===== config.mk =====
export PLATFORM = sky130hd
export DESIGN_NAME = iterative_divider
export DESIGN_NICKNAME = d
export VERILOG_FILES = /design/src/rtl/iterative_divider.sv
export SDC_FILE = /design/constraint.sdc
export NUM_CORES = 1
export LEC_CHECK = 0
export ABC_AREA = 1
export CELL_PAD_IN_SITES_DETAIL_PLACEMENT = 1
export CELL_PAD_IN_SITES_GLOBAL_PLACEMENT = 1
export CORE_UTILIZATION = 38
export DETAILED_ROUTE_END_ITERATION = 8
export PLACE_DENSITY = 0.85
export SYNTH_ARGS = -nofsm -noshare
export SYNTH_HDL_FRONTEND = slang
export SYNTH_SLANG_ARGS = --single-unit

===== constraint.sdc =====
create_clock -name clk -period 7.5 [get_ports clk]
set_clock_uncertainty 0.15 [all_clocks]
set_input_delay 1.125 -clock clk [delete_from_list [all_inputs] [get_ports clk]]
set_output_delay 1.125 -clock clk [all_outputs]
set_load 0.02 [all_outputs]

===== src/rtl/iterative_divider.sv =====
// rtl/iterative_divider.sv - multi-cycle restoring divider for RV32M DIV/DIVU/REM/REMU
// Optional macro ITERATIVE_DIVIDER_EARLY_EXIT_EN: divide-by-zero and signed overflow
// finish in one cycle instead of running the full CALC sequence.
module iterative_divider #(
  parameter int WIDTH = 32
) (
  input  logic             clk,
  input  logic             rst,
  input  logic             start,
  input  logic             signed_op,
  input  logic [WIDTH-1:0] dividend,
  input  logic [WIDTH-1:0] divisor,
  output logic             busy,
  output logic             done,
  output logic [WIDTH-1:0] quotient,
  output logic [WIDTH-1:0] remainder
);

  localparam int CW = $clog2(WIDTH + 1);

  typedef enum logic [1:0] {IDLE, CALC, FIX} state_t;

  state_t           state;
  state_t           state_next;
  logic [CW-1:0]    count;
  logic [WIDTH:0]   prem;
  logic [WIDTH-1:0] dq;
  logic [WIDTH-1:0] dvs_mag;
  logic [WIDTH-1:0] spec_q;
  logic [WIDTH-1:0] spec_r;
  logic             neg_q;
  logic             neg_r;
  logic             special;

  logic             accept;
  logic             a_neg;
  logic             b_neg;
  logic             div_zero;
  logic             overflow;
  logic [WIDTH-1:0] a_mag;
  logic [WIDTH-1:0] b_mag;
  logic [WIDTH-1:0] rem_mag;
  logic [WIDTH:0]   shifted;
  logic [WIDTH:0]   trial;

  // Operand conditioning, special-case detection and one restoring step.
  always_comb begin
    a_neg    = signed_op & dividend[WIDTH-1];
    b_neg    = signed_op & divisor[WIDTH-1];
    a_mag    = a_neg ? -dividend : dividend;
    b_mag    = b_neg ? -divisor : divisor;
    div_zero = (divisor == '0);
    overflow = signed_op && (dividend == {1'b1, {(WIDTH-1){1'b0}}}) && (divisor == '1);
    shifted  = (prem << 1) | {{WIDTH{1'b0}}, dq[WIDTH-1]};
    trial    = shifted - {1'b0, dvs_mag};
    rem_mag  = prem[WIDTH-1:0];
  end

  // State register.
  always_ff @(posedge clk or posedge rst) begin
    if (rst) begin
      state <= IDLE;
    end else begin
      state <= state_next;
    end
  end

  // Next-state logic, accept strobe and busy.
  always_comb begin
    state_next = state;
    accept     = 1'b0;
    busy       = 1'b0;
    case (state)
      IDLE: begin
        if (start) begin
          accept = 1'b1;
`ifdef ITERATIVE_DIVIDER_EARLY_EXIT_EN
          state_next = (div_zero || overflow) ? FIX : CALC;
`else
          state_next = CALC;
`endif
        end
      end
      CALC: begin
        busy = 1'b1;
        if (count == CW'(1)) begin
          state_next = FIX;
        end
      end
      FIX: begin
`ifdef ITERATIVE_DIVIDER_EARLY_EXIT_EN
        busy = ~special;
`else
        busy = 1'b1;
`endif
        state_next = IDLE;
      end
      default: begin
        state_next = IDLE;
      end
    endcase
  end

  // Datapath: operand capture, shift/subtract iterations and sign fix-up.
  always_ff @(posedge clk or posedge rst) begin
    if (rst) begin
      count     <= '0;
      prem      <= '0;
      dq        <= '0;
      dvs_mag   <= '0;
      spec_q    <= '0;
      spec_r    <= '0;
      neg_q     <= 1'b0;
      neg_r     <= 1'b0;
      special   <= 1'b0;
      done      <= 1'b0;
      quotient  <= '0;
      remainder <= '0;
    end else begin
      done <= 1'b0;
      case (state)
        IDLE: begin
          if (accept) begin
            dq      <= a_mag;
            dvs_mag <= b_mag;
            neg_q   <= a_neg ^ b_neg;
            neg_r   <= a_neg;
            special <= div_zero | overflow;
            spec_q  <= div_zero ? '1 : dividend;
            spec_r  <= div_zero ? dividend : '0;
            prem    <= '0;
            count   <= CW'(WIDTH);
          end
        end
        CALC: begin
          count <= count - CW'(1);
          if (!trial[WIDTH]) begin
            prem <= trial;
            dq   <= {dq[WIDTH-2:0], 1'b1};
          end else begin
            prem <= shifted;
            dq   <= {dq[WIDTH-2:0], 1'b0};
          end
        end
        FIX: begin
          done <= 1'b1;
          if (special) begin
            quotient  <= spec_q;
            remainder <= spec_r;
          end else begin
            quotient  <= neg_q ? -dq : dq;
            remainder <= neg_r ? -rem_mag : rem_mag;
          end
        end
        default: begin
        end
      endcase
    end
  end

endmodule


# == Word-level counts from Yosys, hierarchy flattened ==
# Index checks and enable logic that the tools add are counted.
# W data, S select, Z words.
# classes
addsub,6
n_eq_ne,8
muxes,23
bitwise,5
reduce_logical,9
# ops
op,count
$mux W32,11
$neg A32 Y32,4
$pmux W32 S2,2
$eq A32 B32 Y1 const B,2
$or A33 B1 Y33,1
$sub A33 B32 Y33,1
$logic_not A32 Y1,1
$pmux W6 S2,1
$eq A6 B1 Y1 const B,1
$mux W6,1
$ne A2 B2 Y1 const B,3
$reduce_and A2 Y1,3
$sub A6 B1 Y6 const B,1
$mux W1,5
$mux W2,2
$pmux W2 S2,1
$and A1 B1 Y1,2
$eq A2 B1 Y1 const B,1
$eq A2 B2 Y1 const B,1
$logic_and A1 B1 Y1,2
$logic_not A2 Y1,1
$reduce_bool A2 Y1,1
$reduce_or A2 Y1,1
$or A1 B1 Y1,1
$xor A1 B1 Y1,1
# totals
reg_bits,236

# == Longest topological paths before layout ==
# logic_depth
depth_word,4
mapped_depth,18

# == Least setup slack after synthesis ==
# No wires, ideal clock.
# synth_path
kind,input port to flip-flop
start,input divisor[1]
end,register spec_q[19]
setup_time_ps,87
t_arrival_ps,2399
required_time_ps,7263
path_slack_ps,4865
path_stages,11
path_buffers,1
path_cell_list,inv_1 > ha_1 > nand3_1 > nor2_2 > nand3_2 > inv_2 > nand3_2 > nor2_4 > nand3_2 > buf_2 > o211ai_1
# synth_between
elab_chain_cells,2
# synth_lines
element,line_no,source
"start, declared",12,"input logic [WIDTH-1:0] divisor,"
$logic_not A32 Y1,52,div_zero = (divisor == '0);
$mux W32,129,spec_q <= div_zero ? '1 : dividend;
"end signal, assigned",129,
"end, declared",29,logic [WIDTH-1:0] spec_q;
# No other way between the ends.
# A chain may end at the register's enable or synchronous reset.

# == Worst setup path after layout ==
# layout_path
start,input divisor[1]
end,register spec_r[9]
# layout_between
elab_chain_cells,2
# layout_lines
element,line_no,source
$logic_not A32 Y1,52,
$mux W32,130,spec_r <= div_zero ? dividend : '0;
"end signal, assigned",130,
"end, declared",30,logic [WIDTH-1:0] spec_r;
# No other way between the ends.

==> impl_metrics.tcl <==
set metrics [dict create \
    status "finished clean" \
    fin_crit_ns 3.68 \
    maxCapViolCount 0 \
    layout-drive-gt1-share_pct 4.13 \
    rows 75 \
    area_delta_synth_final_pct 17.0 \
    hold_class "reg -> reg" \
    cp.required_ns 7.81 \
    antenna_found_initial 1 \
    post_cts_resized 0 \
    grt_pass1_vias 17800 \
    vias 17400 \
    ys.flop_type "dfrtp_1" \
    htreeDepth 1 \
    io_pins 134 \
    seq_power_share_pct 26.9 \
    cts_root_buf "clkbuf_16" \
    die_area_mm2 0.0435 \
    syn_nets 2561 \
    irDropWorstVdd_mv 0.257 \
    critPathKind "in -> reg" \
    grt_pass1_wl_um 101000 \
    cts_tree "done" \
    combPwrFrac_pct 53.9 \
    syn_area_mm2 0.0162 \
    drt_iter0_drc 1370 \
    first_pass_iters 7 \
    drc 0 \
    hold_viol_final 0 \
    clock_latency_ns 0.58 \
    synth_area_leader_cell "dfrtp_1" \
    clk_pin_slew_worst_paths_ns 0.06 \
    p_sw_uw 3780 \
    nNetsFinal 2652 \
    dpl_worst_slack_ns 3.31 \
    grt_usage_pct 29.3 \
    ys_top_cells_by_area "dfrtp_1 36%, nand2_1 19%, inv_1 7.8%, nand3_1 6.8%, nor2_1 4.7%" \
    die_w_um 209 \
    yosysWarningCount 0 \
    synth-edff-count 0 \
    maxSlewHeadroom_pct 22.3 \
    arrival_ns 3.99 \
    finalWeightedCongestion 0.978 \
    worst_pin_slew_ns 1.16 \
    fin_crit_sh_pct 49.0 \
    start_util_pct 38.6 \
    ys_ff_latch 236 \
    coreArea_mm2 0.0420 \
    clkSinkCount 236 \
    drt-total-wl_um 64100 \
    post_cts_buffers 0 \
    diodes 0 \
    setup_violations 0 \
    path_max_fanout 31 \
    netlist_instances 2450 \
    timing.final.ws_setup_ns 3.82 \
    synth_top_area_share_pct 36.4 \
    p_total_uw 7690 \
    hold_buffers 0 \
    io_buffers 133 \
    worst_setup_path_start_kind "primary input" \
    synth.yosys.seq_area_share_pct 36.4 \
    wl_per_cell_um 20.7 \
    cts.path.max_buffers 3 \
    grt_max_degree 158 \
    async_flop_share_pct 100 \
    rsz0062_at_grt "no" \
    swShare_pct 49.1 \
    leakagePower_uw 0.00995 \
    postRouteAntennaNets 0 \
    clock_power_share_pct 19.2 \
    overflow 0 \
    fin_setup_tns_ns 0 \
    dp_hpwl_um 48800 \
    die_h_um 209 \
    power.density_mw_per_mm2 405 \
    p_int_uw 3910 \
    endpoint_kind "flip-flop" \
    max_freq_mhz 272 \
    numCtsBuffers 29 \
    synth.avg_cell_area_um2 6.62 \
    vias_per_cell 5.59 \
    yosysUniqueCellTypes 44 \
    finalMaxSlewViolations 0 \
    final_util_pct 45.2 \
]
[critical path: stages]
cell	delay, ns
clkdlybuf4s50_1	0.46
inv_1	0.13
ha_1	0.18
nand3_1	0.17
nor2_2	0.19
nand3_2	0.13
inv_2	0.09
nand3_2	0.10
nor2_4	0.18
nand2_1	0.69
o21ai_0	0.53
[cell type report]
class                      instances  area [um^2]
clock buffer                      36          792
clock inverter                    18          204
fill                            5494        23100
inverter                         351         1320
multi-input combinational       1775         8630
sequential                       236         5910
tap                              539          674
timing repair buffer             148         1460
[worst paths after layout]
| check | startpoint | endpoint | slack (ns) | cells after the start |
|---|---|---|---|---|
| hold / removal | quotient[25] | quotient[25] | 0.33 | 2 |
| hold reg to reg | quotient[25] | quotient[25] | 0.33 | 2 |
| setup reg to reg | state[0] | spec_r[31] | 4.20 | 7 |
| setup / recovery | divisor[1] | spec_r[9] | 3.82 | 11 |
| max in group asynchronous | rst | special | 5.08 | 3 |
| min in group asynchronous | rst | quotient[9] | 0.78 | 2 |
[synth_stat cells (2+ instances only)]
cell type / n
a21o_1: 3
a21oi_1: 91
a31oi_1: 3
and2_1: 2
buf_1: 4
buf_2: 10
buf_6: 4
clkbuf_1: 69
clkinv_1: 4
dfrtp_1: 236
ha_1: 42
inv_1: 339
inv_2: 8
nand2_1: 821
nand2_2: 7
nand2_4: 3
nand3_1: 219
nand3_2: 4
nand3b_1: 13
nand4_1: 26
nor2_1: 202
nor2_2: 3
nor2_4: 3
nor3_1: 28
nor4_1: 4
o211ai_1: 30
o21ai_0: 113
o21ai_1: 8
o21bai_1: 15
o221ai_1: 32
o22ai_1: 35
o31ai_1: 5
xnor2_1: 10
xor2_1: 44
[power by group through the flow]
stage	clock, uW	combinational [uW]	sequential [uW]
global placement	0	3900	2050
detailed placement	0	4060	2080
finish	1480	4150	2070
CTS	1490	4100	2060
global route	1540	4550	2110
floorplan	0	2550	2120
[cells by family (layout without fill, tap and decap cells)]
kind of cell	Yosys count	count (layout)	synth area share, %
buffers and inverters	439	553	10.4
AOI/OAI and AO/OA	340	340	12.5
DFF	236	236	36.4
and+or+nand+nor	1338	1338	34.4
adders and majority gates	43	43	3.36
xor gates and xnor gates	54	54	2.92
[through the flow]
| stage | cells | hold WS (ns) | area [um^2] |
|---|---|---|---|
| global placement | 3049 | 0.314 | 18000 |
| detailed placement | 3049 | 0.317 | 18000 |
| CTS | 3103 | 0.333 | 19000 |
| floorplan | 2450 | 0.299 | 16200 |
| global route | 3103 | 0.351 | 19000 |
| finish | 3103 | 0.331 | 19000 |
[flip-flops by register name (all words and copies together), names as in the netlist]
| name | flops |
|---|---|
| count | 6 |
| done | 1 |
| dq | 32 |
| dvs_mag | 32 |
| neg_q | 1 |
| neg_r | 1 |
| prem | 32 |
| quotient | 32 |
| remainder | 32 |
| spec_q | 32 |
| spec_r | 32 |
| special | 1 |
| state | 2 |
[routing by layer]
| metal | share of wire (%) | wire length (um) | vias up | track usage [%] |
|---|---|---|---|---|
| met1 | 45 | 28900 | 8608 | 40.6 |
| met5 | 0.011 | 7 | - | 0 |
| met3 | 5.9 | 3800 | 126 | 3.22 |
| met4 | 3.1 | 2010 | 2 | 9.41 |
| li1 | - | - | 8030 | - |
| met2 | 46 | 29400 | 585 | 47.7 |
[placed cells by master, fill, tap and decap left out, types with 5 or more instances in the layout]
cell type and n:
a21oi_1 91, buf_4 14, clkbuf_16 29, clkdlybuf4s50_1 133, clkinv_2 6, clkinvlp_4 6
dfrtp_1 235, ha_1 42, inv_1 337, inv_2 10, nand2_1 820, nand2_2 8
nand3_1 219, nand3b_1 13, nand4_1 26, nor2_1 202, nor3_1 28, o211ai_1 30
o21ai_0 113, o21ai_1 7, o21bai_1 15, o221ai_1 32, o22ai_1 35, o31ai_1 5
xnor2_1 10, xor2_1 44
No activity file was read; power rests on OpenSTA's default activity.
==> RTL change 1, RTL diff (same flow settings) <==
Build with the macro `ITERATIVE_DIVIDER_EARLY_EXIT_EN` defined.
--- a/src/rtl/iterative_divider.sv
+++ b/src/rtl/iterative_divider.sv
@@ -3,2 +3,4 @@
 // finish in one cycle instead of running the full CALC sequence.
+`define ITERATIVE_DIVIDER_EARLY_EXIT_EN
+
 module iterative_divider #(
Function: changed (Yosys sat finds a counterexample within 4 cycles, from zero or initial values and one cycle with rst high).
==> RTL change 1 against the original RTL <==
  * Sequential cell count stayed put
  * First-iteration DRC count decreased by 5.8%
  * Register-to-register slack got worse by 0.28 ns
  * Total power decreased by 8.4%
  * Worst setup slack worse by 0.59 ns
  * Area after synthesis grew 2.3%
  * Cell area increased by 1.2%
  * Routed wire length decreased by 1.5%
  * Largest power group unchanged
==> RTL change 1: results (changes against the original RTL) <==
status=finished, final reports clean (unchanged); CTS buffer count=28 (was 29); setup bufs post-CTS=0 (unchanged); largest net degree at the start of global routing=163 (was 158); Final GP Congestion=0.905 (was 0.978); Max stage delay cell, worst path=clkdlybuf4s50_1 (was nand2_1); sequential share of the synthesized area=35.6% (was 36.4%); # fillers=5,586 (was 5,494); leakage=0.00988 uW (was 0.00995 uW); worst IR drop on VDD=0.295 mV (was 0.257 mV); via count=17,000 (was 17,400); initial drt markers=1,290 (was 1,370); Yosys cell types=52 (was 44); DR pass1 iterations=5 (was 7); Clock Pin Slew Worst Setup and Hold Paths=0.06 ns (about the same); Syn Nets=2,562 (was 2,561); ranking of synthesized cells by area=dfrtp_1 (36%), nand2_1 (17%), inv_1 (8.4%) (was dfrtp_1 (36%), nand2_1 (19%), inv_1 (7.8%)); crit path kind=reg2out (was in2reg); final WL=63,200 microns (was 64,100 microns); first-pass GRT wire length=99,300 microns (was 101,000 microns); Post-synth top cells=nand2_1 (767), inv_1 (370), dfrtp_1 (236) (was nand2_1 (821), inv_1 (339), dfrtp_1 (236)); post-CTS resize count=0 (unchanged); share of layout cells above drive strength 1=5.86% (was 4.13%); slowest stage delay, CP=0.60 ns (was 0.69 ns); CP max FO=22 (was 31); Hold Startpoint=remainder[9] (was quotient[25]); post-DP HPWL=48,500 microns (was 48,800 microns); gr usage total=28.6% (was 29.3%); family with the most delay on the worst path=buffers and inverters (was simple AND/OR/NAND/NOR gates)
## RTL change 1: changes by cell type in the layout (fill, tap and decap cells not counted), sizes merged, moves of 8 or more
cell and change:
nand4 +8, nand2 -30, nor2 -37, xor2 -8, o211ai +13, a21oi +20, o21ai +10, nand3b -8
inv +29
## RTL change 1: final timing paths
check	endpoint	slack (ns)
max	busy	3.23
min	remainder[9]	0.33
max reg2reg	dq[0]	3.92
min reg2reg	remainder[9]	0.33
max in group asynchronous	spec_r[8]	4.64
min in group asynchronous	quotient[26]	0.99
## RTL change 1: cells by family (layout without fill, tap and decap cells)
kind of cell / Yosys count / count (layout) / share of synthesized area, %
buf+inv: 468 / 575 / 11.2
simple gates: 1273 / 1273 / 32.7
fa+ha+maj: 43 / 43 / 3.29
flops: 236 / 236 / 35.6
xor+xnor: 50 / 50 / 2.64
compound gates: 381 / 381 / 14.6
## RTL change 1: area by class of cell
class	instances	area, sq um	share of cell area, %
sequential	236	5910	30.7
inverter	382	1440	7.50
tap	585	732	3.81
clock buffer	38	790	4.11
timing repair buffer	142	1410	7.34
multi-input combinational	1747	8830	46.0
clock inverter	13	104	0.540
## RTL change 1: report_power, final
part | internal, uW | leakage, uW | total, uW | switching [uW]
combinational | 1170 | 0.00638 | 3600 | 2430
sequential | 1710 | 0.00307 | 2090 | 377
clock | 771 | 0.000432 | 1350 | 581
total | 3660 | 0.00988 | 7040 | 3380
## RTL change 1: stage by stage
step	utilization, %	instances	total power, uW	area, sq um	hold slack (ns)
final	44.6	3143	7040	19200	0.328
after global routing	44.6	3143	7500	19200	0.352
after CTS	44.6	3143	7020	19200	0.335
after detailed placement	42.5	3092	5620	18300	0.319
after global placement	42.5	3092	5480	18300	0.313
after floorplan	-	2451	4280	16600	0.299
## RTL change 1: metal layers
layer	wire [microns]	vias to the layer above	GRT usage, %
met5	0	-	0
met4	2060	0	8.97
met3	2950	101	2.75
met2	29300	444	47.1
met1	28900	8407	39.5
li1	-	8042	-
## RTL change 1: worst reg2reg max path: stages, from the launching register on
cell and delay, ns:
dfrtp_1 0.38, inv_1 0.10, ha_1 0.25, nand2_2 0.64, inv_4 0.59, buf_4 0.80, nand2_1 0.25, o22ai_1 0.21
o21bai_1 0.12
==> RTL change 2, RTL diff (same settings) <==
Without the edit above. Make the reset (`rst`) synchronous in 2 clocked blocks.
--- a/src/rtl/iterative_divider.sv
+++ b/src/rtl/iterative_divider.sv
@@ -59,3 +59,3 @@
   // State register.
-  always_ff @(posedge clk or posedge rst) begin
+  always_ff @(posedge clk) begin
     if (rst) begin
@@ -104,3 +104,3 @@
   // Datapath: operand capture, shift/subtract iterations and sign fix-up.
-  always_ff @(posedge clk or posedge rst) begin
+  always_ff @(posedge clk) begin
     if (rst) begin
Check against the original RTL: differs if rst is asserted again (counterexample within 4 cycles, from zero or initial values and one cycle with rst high); with rst held inactive, the same outputs for 10 cycles.
==> RTL change 2 against the original RTL <==
  * Global-route usage is 0.84 points lower
  * Count of clock-buffer cells in the layout is 2 lower
  * Cell area is 1.7% lower
  * Sequential cell count stayed put
  * Maximum frequency is 3.7% lower
  * Routed wire length is 2.5% lower
  * Worst setup slack worse by 0.14 ns
  * Area after synthesis is 1.3% lower
Power is not compared: it rests on default switching activity, and its combinational part moved more than twofold at a synthesized area within 25%.
==> RTL change 2: results (changes against the original RTL) <==
Worst Reg2Reg Path Length in Cells=11 (was 7); Root Driver=clkbuf_16 (unchanged); largest net degree at the start of global routing=116 (was 158); syn avg cell area=6.21 sq um (was 6.62 sq um); Routed met1 length=28,400 microns (was 28,900 microns); CP startpoint=dividend[31] (was divisor[1]); WL met2=28,100 microns (was 29,400 microns); DR pass1 iterations=5 (was 7); initial antenna violation count=0 (was 1); Post-Layout Cell Count=3,192 (was 3,103); ranking of synthesized cells by area=dfxtp_1 (30%), nand2_1 (17%), a21oi_1 (9.1%) (was dfrtp_1 (36%), nand2_1 (19%), inv_1 (7.8%)); XOR/XNOR Fraction of Synth Area=3.83% (was 2.92%); routed length on met3=3420 microns (was 3800 microns); post-DP HPWL=46,000 microns (was 48,800 microns); vias in the first global route=17,900 (was 17,800); dpl cells=3,139 (was 3,049); share of layout cells above drive strength 1=5.53% (was 4.13%); DR top layer=met4 (was met5); Crit Reg-Reg Startpoint=state[1] (was state[0]); grt met3 use=3.06% (was 3.22%); final net count=2,749 (was 2,652); routing usage on met2=46.1% (was 47.7%); Max stage delay cell, worst path=clkinv_1 (was nand2_1); first-pass GRT wire length=98,700 microns (was 101,000 microns); Yosys cell types=45 (was 44); Reg2Reg Setup Slack=3.70 ns (was 4.20 ns); CP endpoint=dq[11] (was spec_r[9]); family with the most delay on the worst path=buffers and inverters (was simple AND/OR/NAND/NOR gates); Final GP Congestion=0.948 (was 0.978); slew of the pin with the lowest slew margin=1.06 ns (was 1.16 ns); initial drt markers=1,240 (was 1,370); sequential share of the synthesized area=29.5% (was 36.4%); Port-buffer cells=133 (unchanged); Synth Area in Adders=3.41% (was 3.36%); gr usage total=28.4% (was 29.3%); RR Endpoint=dq[8] (was spec_r[31]); status=finished, final reports clean (unchanged); Post-synth top cells=nand2_1 (722), a21oi_1 (292), inv_1 (292) (was nand2_1 (821), inv_1 (339), dfrtp_1 (236)); post-synthesis compound-gate area fraction=18.9% (was 12.5%); Worst EP arrival=4.10 ns (was 3.99 ns); leading register cell type out of synthesis=dfxtp_1 (was dfrtp_1); FFs w/ async S/R, synth=0% (was 100%); CP max FO=28 (was 31); slowest stage delay, CP=0.84 ns (was 0.69 ns); Vias per Instance=5.64 (was 5.59); Hold EP=dq[31] (was quotient[25]); M1 GR Usage=38.5% (was 40.6%)
==> RTL change 2: metrics by stage <==
step / setup WS (ns) / hold slack (ns) / utilization (%) / power [uW] / cell area [sq um]
detailed placement: 3.27 / 0.306 / 42.8 / 2320 / 17600
global placement: 3.42 / 0.299 / 42.8 / 2290 / 17600
global route: 3.51 / 0.334 / 45.3 / 4050 / 18700
floorplan: 4.83 / 0.292 / - / 2000 / 16000
CTS: 3.78 / 0.317 / 45.3 / 3900 / 18700
finish: 3.68 / 0.314 / 45.3 / 3900 / 18700
==> RTL change 2: area by class of cell <==
cell class                 count  share of cell area [%]
clock inverter                19                    1.47
multi-input combinational   1919                    51.7
sequential                   236                    25.3
tap                          532                    3.57
inverter                     305                    6.14
timing repair buffer         147                    7.70
clock buffer                  34                    4.15
==> RTL change 2: power by group <==
part / switching, uW / leakage, uW / internal [uW]
Combinational: 662 / 0.00599 / 279
Clock: 623 / 0.000504 / 948
Sequential: 59.4 / 0.00192 / 1320
Total: 1340 / 0.00841 / 2550
